File: config.mk
export PLATFORM = sky130hd
export DESIGN_NAME = dual_pueo_beam
export DESIGN_NICKNAME = d
export VERILOG_FILES = /design/src/rtl/dual_pueo_beam.sv
export SDC_FILE = /design/constraint.sdc
export NUM_CORES = 2
export LEC_CHECK = 0
export ABC_AREA = 1
export ABC_CLOCK_PERIOD_IN_PS = 5850
export CAP_MARGIN = 40
export CORE_AREA = 2 2 362 364
export DETAILED_ROUTE_END_ITERATION = 8
export DIE_AREA = 0 0 364 366
export HOLD_SLACK_MARGIN = 0.05
export PLACE_DENSITY = 0.7
export SLEW_MARGIN = 20
export SYNTH_ARGS = -nofsm -noshare
export SYNTH_HDL_FRONTEND = slang
export SYNTH_SLANG_ARGS = --single-unit
File: constraint.sdc
create_clock -name clk_i -period 5.85 [get_ports clk_i]
set_clock_uncertainty 0.2 [all_clocks]
set_input_delay 1.17 -clock clk_i [delete_from_list [all_inputs] [get_ports clk_i]]
set_output_delay 1.17 -clock clk_i [all_outputs]
set_load 0.03 [all_outputs]
File: src/rtl/dual_pueo_beam.sv
// Two-beam PUEO power trigger: offset-binary to signed, coherent channel sum, square, sum over samples,
// compare against a double-buffered threshold. Optional macro BEAM_POWER_OUT_EN exposes the power registers.
module dual_pueo_beam #(
    parameter int unsigned NBITS = 5,
    parameter int unsigned NSAMP = 8,
    parameter int unsigned NCHAN = 8,
    localparam int unsigned SUM_W = NBITS + $clog2(NCHAN),
    localparam int unsigned SQ_W  = 2*SUM_W - 1,
    localparam int unsigned PWR_W = SQ_W + $clog2(NSAMP),
    localparam int unsigned IN_W  = NCHAN*NSAMP*NBITS
) (
    input  logic             clk_i,
    input  logic             rst_ni,
    input  logic [IN_W-1:0]  beamA_i,
    input  logic [IN_W-1:0]  beamB_i,
    input  logic [17:0]      thresh_i,
    input  logic [1:0]       thresh_ce_i,
    input  logic             update_i,
`ifdef BEAM_POWER_OUT_EN
    output logic [1:0]       trigger_o,
    output logic [2*PWR_W-1:0] power_o
`else
    output logic [1:0]       trigger_o
`endif
);

    localparam int unsigned TH_W  = 18;
    localparam int unsigned CMP_W = (PWR_W > TH_W) ? PWR_W : TH_W;

    logic [IN_W-1:0] w_beam [2];
    assign w_beam[0] = beamA_i;
    assign w_beam[1] = beamB_i;

    for (genvar b = 0; b < 2; b++) begin : g_beam
        logic [TH_W-1:0]         r_shadow;
        logic [TH_W-1:0]         r_active;
        logic [NBITS-1:0]        w_code;
        logic signed [SUM_W-1:0] w_sum [NSAMP];
        logic signed [SUM_W-1:0] r_sum [NSAMP];
        logic [SUM_W-1:0]        w_mag [NSAMP];
        logic [SQ_W-1:0]         r_sq  [NSAMP];
        logic [PWR_W-1:0]        w_pwr;
        logic [PWR_W-1:0]        r_pwr;
        logic                    r_trig;

        // Inverting the MSB of an offset-binary code yields its two's-complement value.
        always_comb begin
            w_code = '0;
            for (int unsigned s = 0; s < NSAMP; s++) begin
                w_sum[s] = '0;
                for (int unsigned c = 0; c < NCHAN; c++) begin
                    w_code   = w_beam[b][NBITS*NSAMP*c + NBITS*s +: NBITS];
                    w_sum[s] = w_sum[s] + $signed({{(SUM_W-NBITS+1){~w_code[NBITS-1]}},
                                                   w_code[NBITS-2:0]});
                end
            end
        end

        // Squaring the magnitude keeps the multiplier unsigned; -128 maps to 0x80 = 128.
        always_comb begin
            for (int unsigned s = 0; s < NSAMP; s++) begin
                w_mag[s] = r_sum[s][SUM_W-1] ? $unsigned(-r_sum[s]) : $unsigned(r_sum[s]);
            end
        end

        always_comb begin
            w_pwr = '0;
            for (int unsigned s = 0; s < NSAMP; s++) begin
                w_pwr = w_pwr + PWR_W'(r_sq[s]);
            end
        end

        always_ff @(posedge clk_i or negedge rst_ni) begin
            if (!rst_ni) begin
                for (int unsigned s = 0; s < NSAMP; s++) begin
                    r_sum[s] <= '0;
                    r_sq[s]  <= '0;
                end
                r_pwr  <= '0;
                r_trig <= 1'b0;
            end else begin
                for (int unsigned s = 0; s < NSAMP; s++) begin
                    r_sum[s] <= w_sum[s];
                    r_sq[s]  <= SQ_W'(w_mag[s]) * SQ_W'(w_mag[s]);
                end
                r_pwr  <= w_pwr;
                r_trig <= CMP_W'(r_pwr) > CMP_W'(r_active);
            end
        end

        // Active takes the shadow value held before this edge, so load-then-update needs two clocks.
        always_ff @(posedge clk_i or negedge rst_ni) begin
            if (!rst_ni) begin
                r_shadow <= '1;
                r_active <= '1;
            end else begin
                if (thresh_ce_i[b]) r_shadow <= thresh_i;
                if (update_i)       r_active <= r_shadow;
            end
        end

        assign trigger_o[b] = r_trig;
`ifdef BEAM_POWER_OUT_EN
        assign power_o[b*PWR_W +: PWR_W] = r_pwr;
`endif
    end

endmodule

==> impl_metrics.csv <==
group,metric,value,unit
grt,final_global_route_overflow_total,0,
timing,rsz0062_at_grt,"no",
cts,clk_pin_slew_worst_paths,0.06,ns
critical_path,critPathArrivalTime,5.56,ns
synth,synth_largest_area_cell,"sky130_fd_sc_hd__fa_1",
critical_path,timing.critical_path.mode_cell,"sky130_fd_sc_hd__inv_1",
cts,cts_inserted_buffers,55,
floorplanning,floorplan.initialDensity,49.78,%
timing,min_period_over_period,89.15,%
cts,holdBufCountCts,0,
grt,initial_antenna_violation_count,4,
detailed_routing,route.detailed.wl_per_inst,14.07,µm
critical_path,slowest_delay,0.54,ns
placement,post-dp-hpwl,121200,µm
grt,first_global_vias,49790,
cts,cts_setup_buffers,0,
synth,ys_ff_latch,462,
cts,cts.root.buffer_cell,"sky130_fd_sc_hd__clkbuf_16",
timing,final_period_minus_worst_setup_slack,5.215,ns
critical_path,critical_path.cell_chain,"inv_2 > ha_1 > or2_2 > nand3_1 > o21ai_2 > inv_1 > nor2_1 > inv_1 > fa_1 > inv_1 > fa_1 > inv_1 > fa_1 > inv_1 > fa_1 > ha_1 > nand2_1 > o21ai_0 > nand2_1 > nand3_1 > inv_1 > nand2_1 > nand2_1",
detailed_routing,route.detailed.vias_per_inst,4.740,
critical_path,timing_worst_setup_path_type,"reg2reg",
synth,post_synth_inst_count,7108,
synth,netlist.area_leader.share,34.23,%
final_layout,stdcell_area,75390,µm²
placement,gpl.final_weighted_congestion,0.8985,
synth,synthTopCellsByArea,"sky130_fd_sc_hd__fa_1 (34%), sky130_fd_sc_hd__dfrtp_1 (15%), sky130_fd_sc_hd__ha_1 (13%)",
placement,postPlaceCellArea,73450,µm²
timing,hold_viol,0,
cts,cts_repair_resize_count,0,
grt,grt_start_max_net_pins,124,
cts,cts-root-to-sink-buffers,3,
critical_path,critical_path.top_delay_family,"adder cells",
timing,worst_slew_pin_slew,0.9561,ns
grt,grt_pass1_wl,234900,µm
floorplanning,design.die.area,133200,µm²
cts,h-tree-depth,2,
cts,tritoncts_num_sinks,462,
detailed_routing,wl,136700,µm
timing,report.final.setup_viol,0,
floorplanning,number_of_rows_in_the_core_area,132,
cts,cts_tree,"yes",
timing,slew_violations,0,
timing,timing.slew.headroom,36.26,%
floorplanning,die-width,364,µm
critical_path,endpoint_kind,"flip-flop",
critical_path,worstPathRequired,6.19,ns
detailed_routing,dr_total_vias,46060,
detailed_routing,firstDrtPassIters,5,
final_layout,number_of_antenna_repair_diodes,0,
floorplanning,dieHeight,366,µm
critical_path,nature_of_the_critical_path_startpoint,"flip-flop",
detailed_routing,post-route-drc-count,0,
final_layout,drive_above_1_share,4.176,%
synth,synth_seq_area_share,18.14,%
synth,ys.warnings.count,0,
synth,mappedNetlistArea,64210,µm²
run_status,outcome,"finished, final reports clean",
floorplanning,core-area,129000,µm²
timing,max_clock_freq,0.1917,GHz
final_layout,fin_nets,10370,
job,drv_cap,0,
final_layout,areaGrowthSynthToFinish,17.40,%
critical_path,crit_fanout,10,
placement,io_buffer_count,664,
detailed_routing,first_iter_violations,1956,
floorplanning,ios,665,
synth,syn_avg_cell_area,9.034,µm²
timing,final.setup.tns,0,ns
grt,grtUsageTotal,21.58,%
synth,ys_types,42,
cts,clock_latency,0.65,ns
hold_path,worst_hold_path_type,"reg2reg",
timing,worst_hold_slack,0.1902,ns
critical_path,crit_slowest_cell,"sky130_fd_sc_hd__fa_1",
detailed_routing,route.antenna.remaining_nets,0,
critical_path,timing.critical_path.buf_inv,7,
cells in the mapped netlist:
cell                       number
sky130_fd_sc_hd__conb_1         2
sky130_fd_sc_hd__nand3_1      274
sky130_fd_sc_hd__or2_1          8
sky130_fd_sc_hd__xor2_1       200
sky130_fd_sc_hd__inv_2         38
sky130_fd_sc_hd__o21ai_0      160
sky130_fd_sc_hd__a21boi_0      18
sky130_fd_sc_hd__or2_0          4
sky130_fd_sc_hd__a21oi_1      200
sky130_fd_sc_hd__or2_4          1
sky130_fd_sc_hd__nand3_2        3
sky130_fd_sc_hd__o211ai_1       1
sky130_fd_sc_hd__nor2_4         4
sky130_fd_sc_hd__nand2_2       37
sky130_fd_sc_hd__nand4_1       58
sky130_fd_sc_hd__o21bai_1      35
sky130_fd_sc_hd__o21ai_1        7
sky130_fd_sc_hd__nor2_2         5
sky130_fd_sc_hd__mux2_2        34
sky130_fd_sc_hd__buf_4         13
sky130_fd_sc_hd__xor2_2         3
sky130_fd_sc_hd__o21a_1         6
sky130_fd_sc_hd__nand2_4        1
sky130_fd_sc_hd__buf_2         11
sky130_fd_sc_hd__nor3_1        16
sky130_fd_sc_hd__nand2_1      997
sky130_fd_sc_hd__inv_1       1922
sky130_fd_sc_hd__xnor2_1      142
sky130_fd_sc_hd__o21ai_2       10
sky130_fd_sc_hd__or3_1          2
sky130_fd_sc_hd__xor2_4         2
sky130_fd_sc_hd__or2_2         14
sky130_fd_sc_hd__clkbuf_1      12
sky130_fd_sc_hd__nor2_1       565
sky130_fd_sc_hd__fa_1        1098
sky130_fd_sc_hd__nand3b_1      24
sky130_fd_sc_hd__a21o_1        19
sky130_fd_sc_hd__ha_1         679
sky130_fd_sc_hd__dfstp_2       72
sky130_fd_sc_hd__a31oi_1       19
sky130_fd_sc_hd__dfrtp_1      390
sky130_fd_sc_hd__and3_1         2
cell families (layout without fill, tap and decap cells):
logic type      after synthesis  in the layout  synth area share (%)
compound gates              475            475                 4.106
buf+inv                    1996           2737                 11.77
flops                       462            462                 18.14
mux                          34             34                0.5963
simple gates               2015           2015                 13.09
other cells                   2            127               0.01170
xor+xnor                    347            347                 4.827
fa+ha+maj                  1777           1777                 47.46
area by class of cell:
type	instances	area (µm²)
clock buffers	70	1534
multi-input cells	4775	45470
flip-flops and latches	462	11650
inverters	1960	7357
repair buffers	673	6792
fillers	11270	53600
well taps	1742	2180
clock inverters	34	399.1
flip-flops by register name, indices dropped and copies added, names as in the netlist:
signal           cells
g_beam.r_pwr        36
g_beam.r_sum       128
g_beam.r_active     36
g_beam.r_sq        224
g_beam.r_trig        2
g_beam.r_shadow     36
through the flow:
step | utilization, % | setup WS [ns] | instances
final | 58.44 | 0.6347 | 9716
after global routing | 58.44 | 0.2207 | 9716
after CTS | 58.44 | 0.6271 | 9716
after detailed placement | 56.95 | 0.5707 | 9612
after global placement | 56.91 | 0.6749 | 9610
after floorplan | - | 1.143 | 7233
metal layers:
metal  GRT usage, %  vias to the layer above  share of wire, %
met3          2.390                      176               3.8
met2          39.14                      760                52
met1          27.25                    22490                42
met4          5.530                        2               2.5
li1               -                    22630                 -
met5              0                        -            0.0080
worst paths after layout:
kind                                                       to  slack [ns]  depth (start not counted)                     startpoint
min in group asynchronous       g_beam[1].r_pwr[16]$_DFF_PN0_        0.38                          1                         rst_ni
worst min register to register   g_beam[0].r_sq[75]$_DFF_PN0_        0.19                          0  g_beam[0].r_sum[40]$_DFF_PN0_
worst max-delay path             g_beam[1].r_sq[59]$_DFF_PN0_        0.63                         23  g_beam[1].r_sum[24]$_DFF_PN0_
worst max register to register   g_beam[1].r_sq[59]$_DFF_PN0_        0.63                         23  g_beam[1].r_sum[24]$_DFF_PN0_
worst min-delay path             g_beam[0].r_sq[75]$_DFF_PN0_        0.19                          0  g_beam[0].r_sum[40]$_DFF_PN0_
max in group asynchronous       g_beam[0].r_sum[24]$_DFF_PN0_        4.03                          2                         rst_ni
layout by cell type, fill, tap and decap left out, types with 56 or more instances in the layout:
master	n
sky130_fd_sc_hd__o21ai_0	160
sky130_fd_sc_hd__inv_1	1922
sky130_fd_sc_hd__nor2_1	565
sky130_fd_sc_hd__xnor2_1	142
sky130_fd_sc_hd__nand3_1	274
sky130_fd_sc_hd__a21oi_1	200
sky130_fd_sc_hd__dfstp_2	72
sky130_fd_sc_hd__dfrtp_1	390
sky130_fd_sc_hd__fa_1	1098
sky130_fd_sc_hd__clkbuf_16	56
sky130_fd_sc_hd__ha_1	679
sky130_fd_sc_hd__nand2_1	997
sky130_fd_sc_hd__xor2_1	200
sky130_fd_sc_hd__nand4_1	58
sky130_fd_sc_hd__conb_1	127
sky130_fd_sc_hd__clkdlybuf4s50_1	662
Power is left out: the tool's default activity adds up to more than one toggle a clock period on the data nets, which glitch-free logic cannot reach.
